File: config.mk
export PLATFORM = sky130hd
export DESIGN_NAME = branch_resolve_unit
export DESIGN_NICKNAME = d
export VERILOG_FILES = /design/src/rtl/branch_pkg.sv /design/src/rtl/branch_cond_eval.sv /design/src/rtl/branch_resolve_unit.sv
export SDC_FILE = /design/constraint.sdc
export NUM_CORES = 1
export LEC_CHECK = 0
export ABC_AREA = 1
export CAP_MARGIN = 40
export CORE_MARGIN = 3
export CORE_UTILIZATION = 57
export DETAILED_ROUTE_END_ITERATION = 7
export PLACE_DENSITY = 0.95
export SYNTH_ARGS = -nofsm -noshare
export SYNTH_HDL_FRONTEND = slang
export SYNTH_SLANG_ARGS = --single-unit
File: constraint.sdc
create_clock -name clk -period 4.4 [get_ports clk]
set_input_delay 0.88 -clock clk [delete_from_list [all_inputs] [get_ports clk]]
set_output_delay 0.88 -clock clk [all_outputs]
set_load 0.03 [all_outputs]
File: src/rtl/branch_pkg.sv
// Shared op encodings, condition codes and the registered result record for branch resolution.
package branch_pkg;

   localparam int BR_XMAX = 64;

   typedef enum logic [1:0] {
      BR_COND = 2'd0,
      BR_JAL  = 2'd1,
      BR_JALR = 2'd2,
      BR_RSV  = 2'd3
   } br_op_e;

   localparam logic [2:0] F3_BEQ  = 3'b000;
   localparam logic [2:0] F3_BNE  = 3'b001;
   localparam logic [2:0] F3_BLT  = 3'b100;
   localparam logic [2:0] F3_BGE  = 3'b101;
   localparam logic [2:0] F3_BLTU = 3'b110;
   localparam logic [2:0] F3_BGEU = 3'b111;

   // Address fields are sized for the widest core; narrower builds use the low XLEN bits.
   typedef struct packed {
      logic               taken;
      logic [BR_XMAX-1:0] target;
      logic [BR_XMAX-1:0] link;
      logic               mispredict;
      logic               misaligned;
      logic               illegal;
   } br_res_t;

endpackage

File: src/rtl/branch_cond_eval.sv
// Combinational evaluation of the six conditional-branch compares; flags the two unused funct3 codes.
module branch_cond_eval
   import branch_pkg::*;
#(
   parameter int XLEN = 32
) (
   input  logic [XLEN-1:0] i_rs1,
   input  logic [XLEN-1:0] i_rs2,
   input  logic [2:0]      i_funct3,
   output logic            o_cond_true,
   output logic            o_illegal_f3
);

   logic w_eq;
   logic w_lt;
   logic w_ltu;

   assign w_eq  = (i_rs1 == i_rs2);
   assign w_lt  = ($signed(i_rs1) < $signed(i_rs2));
   assign w_ltu = (i_rs1 < i_rs2);

   always_comb begin
      o_cond_true  = 1'b0;
      o_illegal_f3 = 1'b0;
      case (i_funct3)
         F3_BEQ:  o_cond_true = w_eq;
         F3_BNE:  o_cond_true = !w_eq;
         F3_BLT:  o_cond_true = w_lt;
         F3_BGE:  o_cond_true = !w_lt;
         F3_BLTU: o_cond_true = w_ltu;
         F3_BGEU: o_cond_true = !w_ltu;
         default: o_illegal_f3 = 1'b1;
      endcase
   end

endmodule

File: src/rtl/branch_resolve_unit.sv
// Branch/jump resolution with a single registered result slot: 1-cycle latency, full throughput.
// Backpressure: in_ready = !out_valid || out_ready; result held while stalled. Optional BRU_PERF_COUNTERS_EN.
module branch_resolve_unit
   import branch_pkg::*;
#(
   parameter int XLEN   = 32,
   parameter int IALIGN = 32
) (
   input  logic            clk,
   input  logic            rst,
   input  logic            flush,
   input  logic            in_valid,
   output logic            in_ready,
   input  logic [1:0]      in_op,
   input  logic [2:0]      in_funct3,
   input  logic [XLEN-1:0] in_pc,
   input  logic [XLEN-1:0] in_imm,
   input  logic [XLEN-1:0] in_rs1,
   input  logic [XLEN-1:0] in_rs2,
   input  logic            in_pred_taken,
   input  logic [XLEN-1:0] in_pred_target,
   output logic            out_valid,
   input  logic            out_ready,
   output logic            out_taken,
   output logic [XLEN-1:0] out_target,
   output logic [XLEN-1:0] out_link,
   output logic            out_mispredict,
   output logic            out_misaligned,
   output logic            out_illegal
`ifdef BRU_PERF_COUNTERS_EN
   ,
   output logic [31:0]     perf_branches,
   output logic [31:0]     perf_mispredicts
`endif
);

   br_op_e          w_op;
   logic            w_cond_true;
   logic            w_illegal_f3;
   logic [XLEN-1:0] w_link;
   logic [XLEN-1:0] w_pc_tgt;
   logic [XLEN-1:0] w_jalr_sum;
   logic [XLEN-1:0] w_tgt;
   logic [XLEN-1:0] w_next;
   logic            w_taken;
   logic            w_illegal;
   logic            w_mispredict;
   logic            w_misaligned;
   logic            w_accept;
   br_res_t         w_res;

   logic            r_vld;
   br_res_t         r_res;

   assign w_op = br_op_e'(in_op);

   branch_cond_eval #(.XLEN(XLEN)) u_cond (
      .i_rs1        (in_rs1),
      .i_rs2        (in_rs2),
      .i_funct3     (in_funct3),
      .o_cond_true  (w_cond_true),
      .o_illegal_f3 (w_illegal_f3)
   );

   assign w_link     = in_pc + XLEN'(4);
   assign w_pc_tgt   = in_pc + in_imm;
   assign w_jalr_sum = in_rs1 + in_imm;

   always_comb begin
      w_illegal = 1'b0;
      w_taken   = 1'b0;
      w_tgt     = w_pc_tgt;
      case (w_op)
         BR_COND: begin
            w_illegal = w_illegal_f3;
            w_taken   = w_cond_true && !w_illegal_f3;
         end
         BR_JAL:  w_taken = 1'b1;
         BR_JALR: begin
            w_taken = 1'b1;
            w_tgt   = {w_jalr_sum[XLEN-1:1], 1'b0};
         end
         default: w_illegal = 1'b1;
      endcase
   end

   assign w_next = w_taken ? w_tgt : w_link;

   // Predicted target only matters when both sides agree the op is taken.
   assign w_mispredict = !w_illegal &&
                         ((in_pred_taken != w_taken) || (w_taken && (in_pred_target != w_tgt)));
   assign w_misaligned = (IALIGN == 32) && w_taken && w_tgt[1];

   always_comb begin
      w_res            = '0;
      w_res.taken      = w_taken;
      w_res.target     = BR_XMAX'(w_next);
      w_res.link       = BR_XMAX'(w_link);
      w_res.mispredict = w_mispredict;
      w_res.misaligned = w_misaligned;
      w_res.illegal    = w_illegal;
   end

   // in_ready reflects the pre-flush state; flush only suppresses the load itself.
   assign in_ready = !r_vld || out_ready;
   assign w_accept = in_valid && in_ready && !flush;

   always_ff @(posedge clk) begin
      if (rst) begin
         r_vld <= 1'b0;
         r_res <= '0;
      end else if (flush) begin
         r_vld <= 1'b0;
      end else if (w_accept) begin
         r_vld <= 1'b1;
         r_res <= w_res;
      end else if (out_ready) begin
         r_vld <= 1'b0;
      end
   end

   assign out_valid      = r_vld;
   assign out_taken      = r_res.taken;
   assign out_target     = r_res.target[XLEN-1:0];
   assign out_link       = r_res.link[XLEN-1:0];
   assign out_mispredict = r_res.mispredict;
   assign out_misaligned = r_res.misaligned;
   assign out_illegal    = r_res.illegal;

   generate
      if (XLEN < BR_XMAX) begin : g_hi
         logic w_unused_hi;
         assign w_unused_hi = ^{r_res.target[BR_XMAX-1:XLEN], r_res.link[BR_XMAX-1:XLEN]};
      end
   endgenerate

`ifdef BRU_PERF_COUNTERS_EN
   logic [31:0] r_perf_br;
   logic [31:0] r_perf_mp;
   logic        w_handoff;

   // Counted at handoff so a flushed, never-consumed result is not counted.
   assign w_handoff = r_vld && out_ready && !r_res.illegal;

   always_ff @(posedge clk) begin
      if (rst) begin
         r_perf_br <= '0;
         r_perf_mp <= '0;
      end else if (w_handoff) begin
         if (r_perf_br != '1) r_perf_br <= r_perf_br + 32'd1;
         if (r_res.mispredict && (r_perf_mp != '1)) r_perf_mp <= r_perf_mp + 32'd1;
      end
   end

   assign perf_branches    = r_perf_br;
   assign perf_mispredicts = r_perf_mp;
`endif

endmodule

==> results.json, run 1 <==
{
  "power_switching_uw": 1310,
  "slew_headroom_pct": 43.0,
  "instances_no_fill": 2343,
  "grt_max_degree": 78,
  "seqPwrFrac_pct": 22.8,
  "critical_path.startpoint_type": "input port",
  "fin_util_pct": 75.8,
  "antenna_left": 0,
  "internal_power_uw": 1760,
  "track_usage_pct": 39.7,
  "numCtsBuffers": 9,
  "clkTransAtPathRegs_ns": 0.06,
  "cts_max_level": 3,
  "cts_tree": "yes",
  "min_path_type": "flip-flop to flip-flop",
  "crit_required_ns": 4.66,
  "synth_cells": 1884,
  "rsz0062_at_grt": "no",
  "clock-sinks": 69,
  "clk_latency_ns": 0.34,
  "nNetsFinal": 2383,
  "tns_ns": 0,
  "die_x_um": 141,
  "routed_via_density": 5.77,
  "pin_count": 241,
  "die_h_um": 141,
  "antenna_found_initial": 0,
  "ir_worst_vdd_mv": 0.369,
  "postCtsSetupRepairBufs": 0,
  "drc": 0,
  "finalCriticalPeriod_ns": 3.87,
  "wl_met2_mm": 18.0,
  "total_leakage_power_uw": 0.00718,
  "syn-cell-area_sq_um": 10300,
  "grt_pass1_vias": 12600,
  "layout_commonest_cell": "nand2_1",
  "yosysTopAreaCell": "nand2_1",
  "clock_skew_ns": 0.00481,
  "wl_per_cell_um": 17.3,
  "path_class": "input port to flip-flop",
  "drv_cap": 0,
  "status": "finished, final reports clean",
  "drt_iter0_drc": 1306,
  "clock.fmax_mhz": 259,
  "hpwl_mm": 32.0,
  "worst_ep_arrival_time_ns": 4.12,
  "fin_ws_ns": 0.533,
  "wirelength_mm": 40.6,
  "antenna_cells": 0,
  "pwr-share-comb_pct": 51.2,
  "firstDrtPassIters": 6,
  "post-place-cells": 2327,
  "row_count": 48,
  "end_kind": "flip-flop",
  "fin_crit_sh_pct": 87.9,
  "powerDensity_nw_per_um2": 231,
  "synth_top_area_share_pct": 22.7,
  "port_buffers": 240,
  "dp_slack_ns": 0.378,
  "routabilityCongestion": 0.970,
  "tightest_slew_ns": 0.854,
  "top_layer_used": "met4",
  "layout_common_cells": "nand2_1 (625), inv_1 (340), clkdlybuf4s50_1 (240)",
  "grt_overflow": 0,
  "initial_utilization_pct": 59.0,
  "ctsHoldBuffers": 0,
  "postCtsResizedCells": 0,
  "setup_viol": 0,
  "die_area_sq_um": 19800,
  "yosysWarnings": 0,
  "grt_pass1_wl_mm": 63.9,
  "syn2layout_area_growth_pct": 28.4,
  "yosysUniqueCellTypes": 47,
  "wl_met1_mm": 16.4,
  "seq_area_frac_synth_pct": 13.3,
  "core-area_sq_um": 17500,
  "vias": 13500,
  "crit_path_max_fanout": 18,
  "clockRootBuffer": "clkbuf_16",
  "hold_violations": 0,
  "route.met3.wl_mm": 4.77,
  "slew_viol_final": 0,
  "synthesis.nets": 2154,
  "layout-drive-gt1-share_pct": 4.44,
  "ys_ff_latch": 69,
  "sw_frac_of_total_pct": 42.6,
  "ys_top_cells_by_area": "nand2_1 (23%), dfxtp_1 (13%), inv_1 (12%)",
  "power_frac_clock_pct": 26.0,
  "clk_path_buf_depth": 2,
  "avgSynthCellArea_sq_um": 5.49
}
final cells by class:
type	instances	area, sq um
repair buffers	251	2500
fillers	1401	4250
inverters	341	1280
multi-input cells	1441	7510
clock inverters	6	86.3
flip-flops and latches	69	1380
well taps	225	282
clock buffers	10	239
metrics by stage:
step	hold WS, ns	cell area, sq um	power, uW
floorplan	0.590	10300	1670
global placement	0.449	12900	2170
detailed placement	0.460	13000	2220
CTS	0.467	13300	3020
global route	0.479	13300	3230
finish	0.467	13300	3070
per-layer routing:
metal | GRT usage [%] | up-vias
li1 | - | 6457
met1 | 54.1 | 6074
met2 | 63.5 | 863
met3 | 6.48 | 126
met4 | 14.4 | 0
met5 | 0 | -
flip-flops by register name, indices dropped and copies added (netlist names):
signal	flops
out_link	32
out_target	32
out_illegal	1
out_misaligned	1
out_mispredict	1
out_taken	1
out_valid	1
cell usage after synthesis (all sizes together):
master,count
o211ai,25
nand3,246
a211oi,2
xnor2,8
nor3,21
or2,9
o21a,2
ha,97
clkinv,1
nand4,24
nor4,2
fa,2
a21oi,96
and2,1
a31oi,3
o21ai,55
nand2,642
buf,12
o21bai,3
inv,340
and2b,1
clkbuf,21
nand3b,16
nor2,166
a21o,3
dfxtp,69
o22ai,2
xor2,15
worst paths after layout:
kind / from / cells after the start / slack, ns / to
min reg2reg: out_link[1]$_SDFFE_PP0P_ / 2 / 0.47 / out_link[1]$_SDFFE_PP0P_
max reg2reg: out_valid$_SDFFE_PP0P_ / 8 / 2.13 / out_target[0]$_SDFFE_PP0P_
max: in_rs1[31] / 16 / 0.53 / out_target[0]$_SDFFE_PP0P_
min: out_link[1]$_SDFFE_PP0P_ / 2 / 0.47 / out_link[1]$_SDFFE_PP0P_
critical path, stage by stage:
cell,delay (ns)
clkdlybuf4s50_1,0.47
ha_1,0.44
a21oi_1,0.18
o21a_1,0.13
nand2_1,0.05
a21oi_1,0.38
nand3_1,0.17
nand2_1,0.10
nand2_1,0.05
nand3_1,0.12
nand2_2,0.11
a21oi_4,0.26
nand2_2,0.34
nand2_1,0.15
o21ai_0,0.12
a21oi_1,0.19
logic make-up (layout without fill, tap and decap cells):
logic type	after synthesis	after routing	share of synthesized area [%]
flip-flops	69	69	13.3
XOR/XNOR	23	23	1.95
AND/OR/NAND/NOR	1128	1128	47.7
adder cells (fa/ha/maj)	99	99	12.1
buffers and inverters	374	608	14.1
AO/OA/AOI/OAI	191	191	10.8
power groups by stage:
stage               sequential (uW)  combinational [uW]  clock [uW]
floorplan                       790                 877           0
global placement                705                1470           0
detailed placement              708                1510           0
CTS                             698                1530         788
global route                    703                1720         810
finish                          701                1570         801
(Power assumes the default switching activity.)
==> run 2: changes to the inputs <==
Settings changed: CORE_UTILIZATION 57 to 60, DONT_BUFFER_PORTS set to 1, PLACE_DENSITY 0.95 to 0.82.
==> run 2 against run 1 <==
Against the previous run: clock power is 8.0% lower; clock skew hardly changed; sequential power is 13% higher; largest power group unchanged; utilization is 11 points lower; largest cell class unchanged; register-to-register slack hardly changed; design area is 18% lower; cell count is 11% lower.
==> results.json, run 2 (same netlist as run 1, synthesis figures left out) <==
{
  "status": "finished, final reports clean",
  "clock.fmax_mhz": 319,
  "pwr-share-comb_pct": 43.3,
  "drv_cap": 0,
  "cp_num_buf_inv": 0,
  "slew_viol_final": 0,
  "cpMostUsedCell": "nand2_1",
  "path_cells": "ha_1 -> fa_1 -> nand2_1 -> nand2_1 -> nand3_1 -> nand2_1 -> nand2_1 -> nand2_1 -> nand3_1 -> nand2_1 -> nand2_1 -> nand3_1 -> nand3_1 -> nand2_1 -> nor2_1 -> nand2_1 -> nor2_1 -> nand3_1 -> nand2_1 -> a21oi_1",
  "die_h_um": 137,
  "row_count": 47,
  "post-place-cells": 2080,
  "drc": 0,
  "grt_pass1_wl_mm": 55.8,
  "holdWs_ns": 0.615,
  "slowest_stage": "fa_1",
  "crit_required_ns": 4.63,
  "grt_max_degree": 78,
  "numCtsBuffers": 9,
  "grt_overflow": 0,
  "routabilityCongestion": 1.04,
  "powerDensity_nw_per_um2": 248,
  "die_x_um": 137,
  "seqPwrFrac_pct": 29.3,
  "power_switching_uw": 1170,
  "ir_worst_vdd_mv": 0.372,
  "drt_iter0_drc": 1020,
  "min_path_type": "flip-flop to flip-flop",
  "antenna_found_initial": 0,
  "critical_path.startpoint_type": "input port",
  "power_frac_clock_pct": 27.4,
  "layout-drive-gt1-share_pct": 4.80,
  "routed_via_density": 5.70,
  "tightest_slew_ns": 0.842,
  "rsz0062_at_grt": "no",
  "crit_family": "simple AND/OR/NAND/NOR gates",
  "hold_violations": 0,
  "postCtsSetupRepairBufs": 0,
  "cts_max_level": 3,
  "ctsHoldBuffers": 0,
  "die_area_sq_um": 18900,
  "layout_commonest_cell": "nand2_1",
  "clockRootBuffer": "clkbuf_16",
  "core-area_sq_um": 16800,
  "port_buffers": 0,
  "fill_cells": 1701,
  "initial_utilization_pct": 61.7,
  "clk_latency_ns": 0.33,
  "wl_per_cell_um": 17.8,
  "syn2layout_area_growth_pct": 4.74,
  "pin_count": 241,
  "antenna_left": 0,
  "postCtsResizedCells": 0,
  "clkTransAtPathRegs_ns": 0.06,
  "antenna_cells": 0,
  "cp_slowest_stage_delay_ns": 0.42,
  "worst_ep_arrival_time_ns": 3.36,
  "layout_common_cells": "nand2_1 (625), inv_1 (340), nand3_1 (233)",
  "finalCriticalPeriod_ns": 3.13,
  "cts_tree": "yes",
  "grt_pass1_vias": 10800,
  "clock_skew_ns": 0.00478,
  "crit_path_max_fanout": 4,
  "tns_ns": 0,
  "hpwl_mm": 31.2,
  "setup_viol": 0,
  "internal_power_uw": 1520,
  "total_leakage_power_uw": 0.00624,
  "clock-sinks": 69,
  "track_usage_pct": 38.1,
  "sw_frac_of_total_pct": 43.5,
  "end_kind": "flip-flop",
  "path_class": "input port to flip-flop",
  "postLayoutCellArea_sq_um": 10800,
  "place_area_sq_um": 10500,
  "firstDrtPassIters": 6,
  "instances_no_fill": 2095,
  "fin_crit_sh_pct": 71.2,
  "wirelength_mm": 37.2,
  "nNetsFinal": 2141,
  "vias": 11900,
  "clk_path_buf_depth": 2,
  "slew_headroom_pct": 43.8
}
-- run 2: cell types whose count changed in the layout (fill, tap and decap cells not counted), sizes merged --
cell,change
clkinv,-3
clkdlybuf4s50,-240
clkbuf,+2
clkinvlp,+1
buf,-2
bufinv,-1
-- run 2: per-stage QoR --
stage          worst slack (ns)  utilization [%]  total power (uW)
2_1_floorplan              1.47                -              1670
3_3_place_gp               1.02             62.7              1900
3_5_place_dp              0.981             62.9              1930
4_1_cts                    1.32             64.7              2660
5_1_grt                    1.03             64.7              2860
6_report                   1.27             64.7              2690
-- run 2: final cells by class --
type | instances | area [sq um] | share of cell area [%]
clock inverter | 3 | 45.0 | 0.416
clock buffer | 12 | 256 | 2.37
multi-input combinational | 1441 | 7510 | 69.3
sequential | 69 | 1380 | 12.7
timing repair buffer | 9 | 87.6 | 0.808
inverter | 341 | 1280 | 11.8
tap | 220 | 275 | 2.54
-- run 2: final timing paths --
| path | from | end | slack [ns] | cells past startpoint |
|---|---|---|---|---|
| max | in_pc[0] | out_mispredict$_SDFFE_PP0P_ | 1.27 | 20 |
| min | out_link[3]$_SDFFE_PP0P_ | out_link[3]$_SDFFE_PP0P_ | 0.61 | 2 |
| max reg2reg | out_valid$_SDFFE_PP0P_ | out_target[0]$_SDFFE_PP0P_ | 2.14 | 8 |
| min reg2reg | out_link[3]$_SDFFE_PP0P_ | out_link[3]$_SDFFE_PP0P_ | 0.61 | 2 |
-- run 2: metal layers --
metal	routed length, um	global-route usage (%)
met5	0	0
met1	15400	50.1
met4	897	9.98
met3	4740	10.6
met2	16200	61.4
-- run 2: power by group through the flow --
stage / Clock, uW / Combinational (uW) / Sequential (uW)
floorplan: 0 / 877 / 790
global placement: 0 / 1100 / 800
detailed placement: 0 / 1130 / 801
CTS: 735 / 1140 / 788
global route: 755 / 1310 / 793
finish: 737 / 1170 / 789
-- run 2: worst min-delay path, cell delays in order, from the launching register on --
cell and delay [ns]:
dfxtp_1 0.41, nand2_1 0.11, a21oi_1 0.06
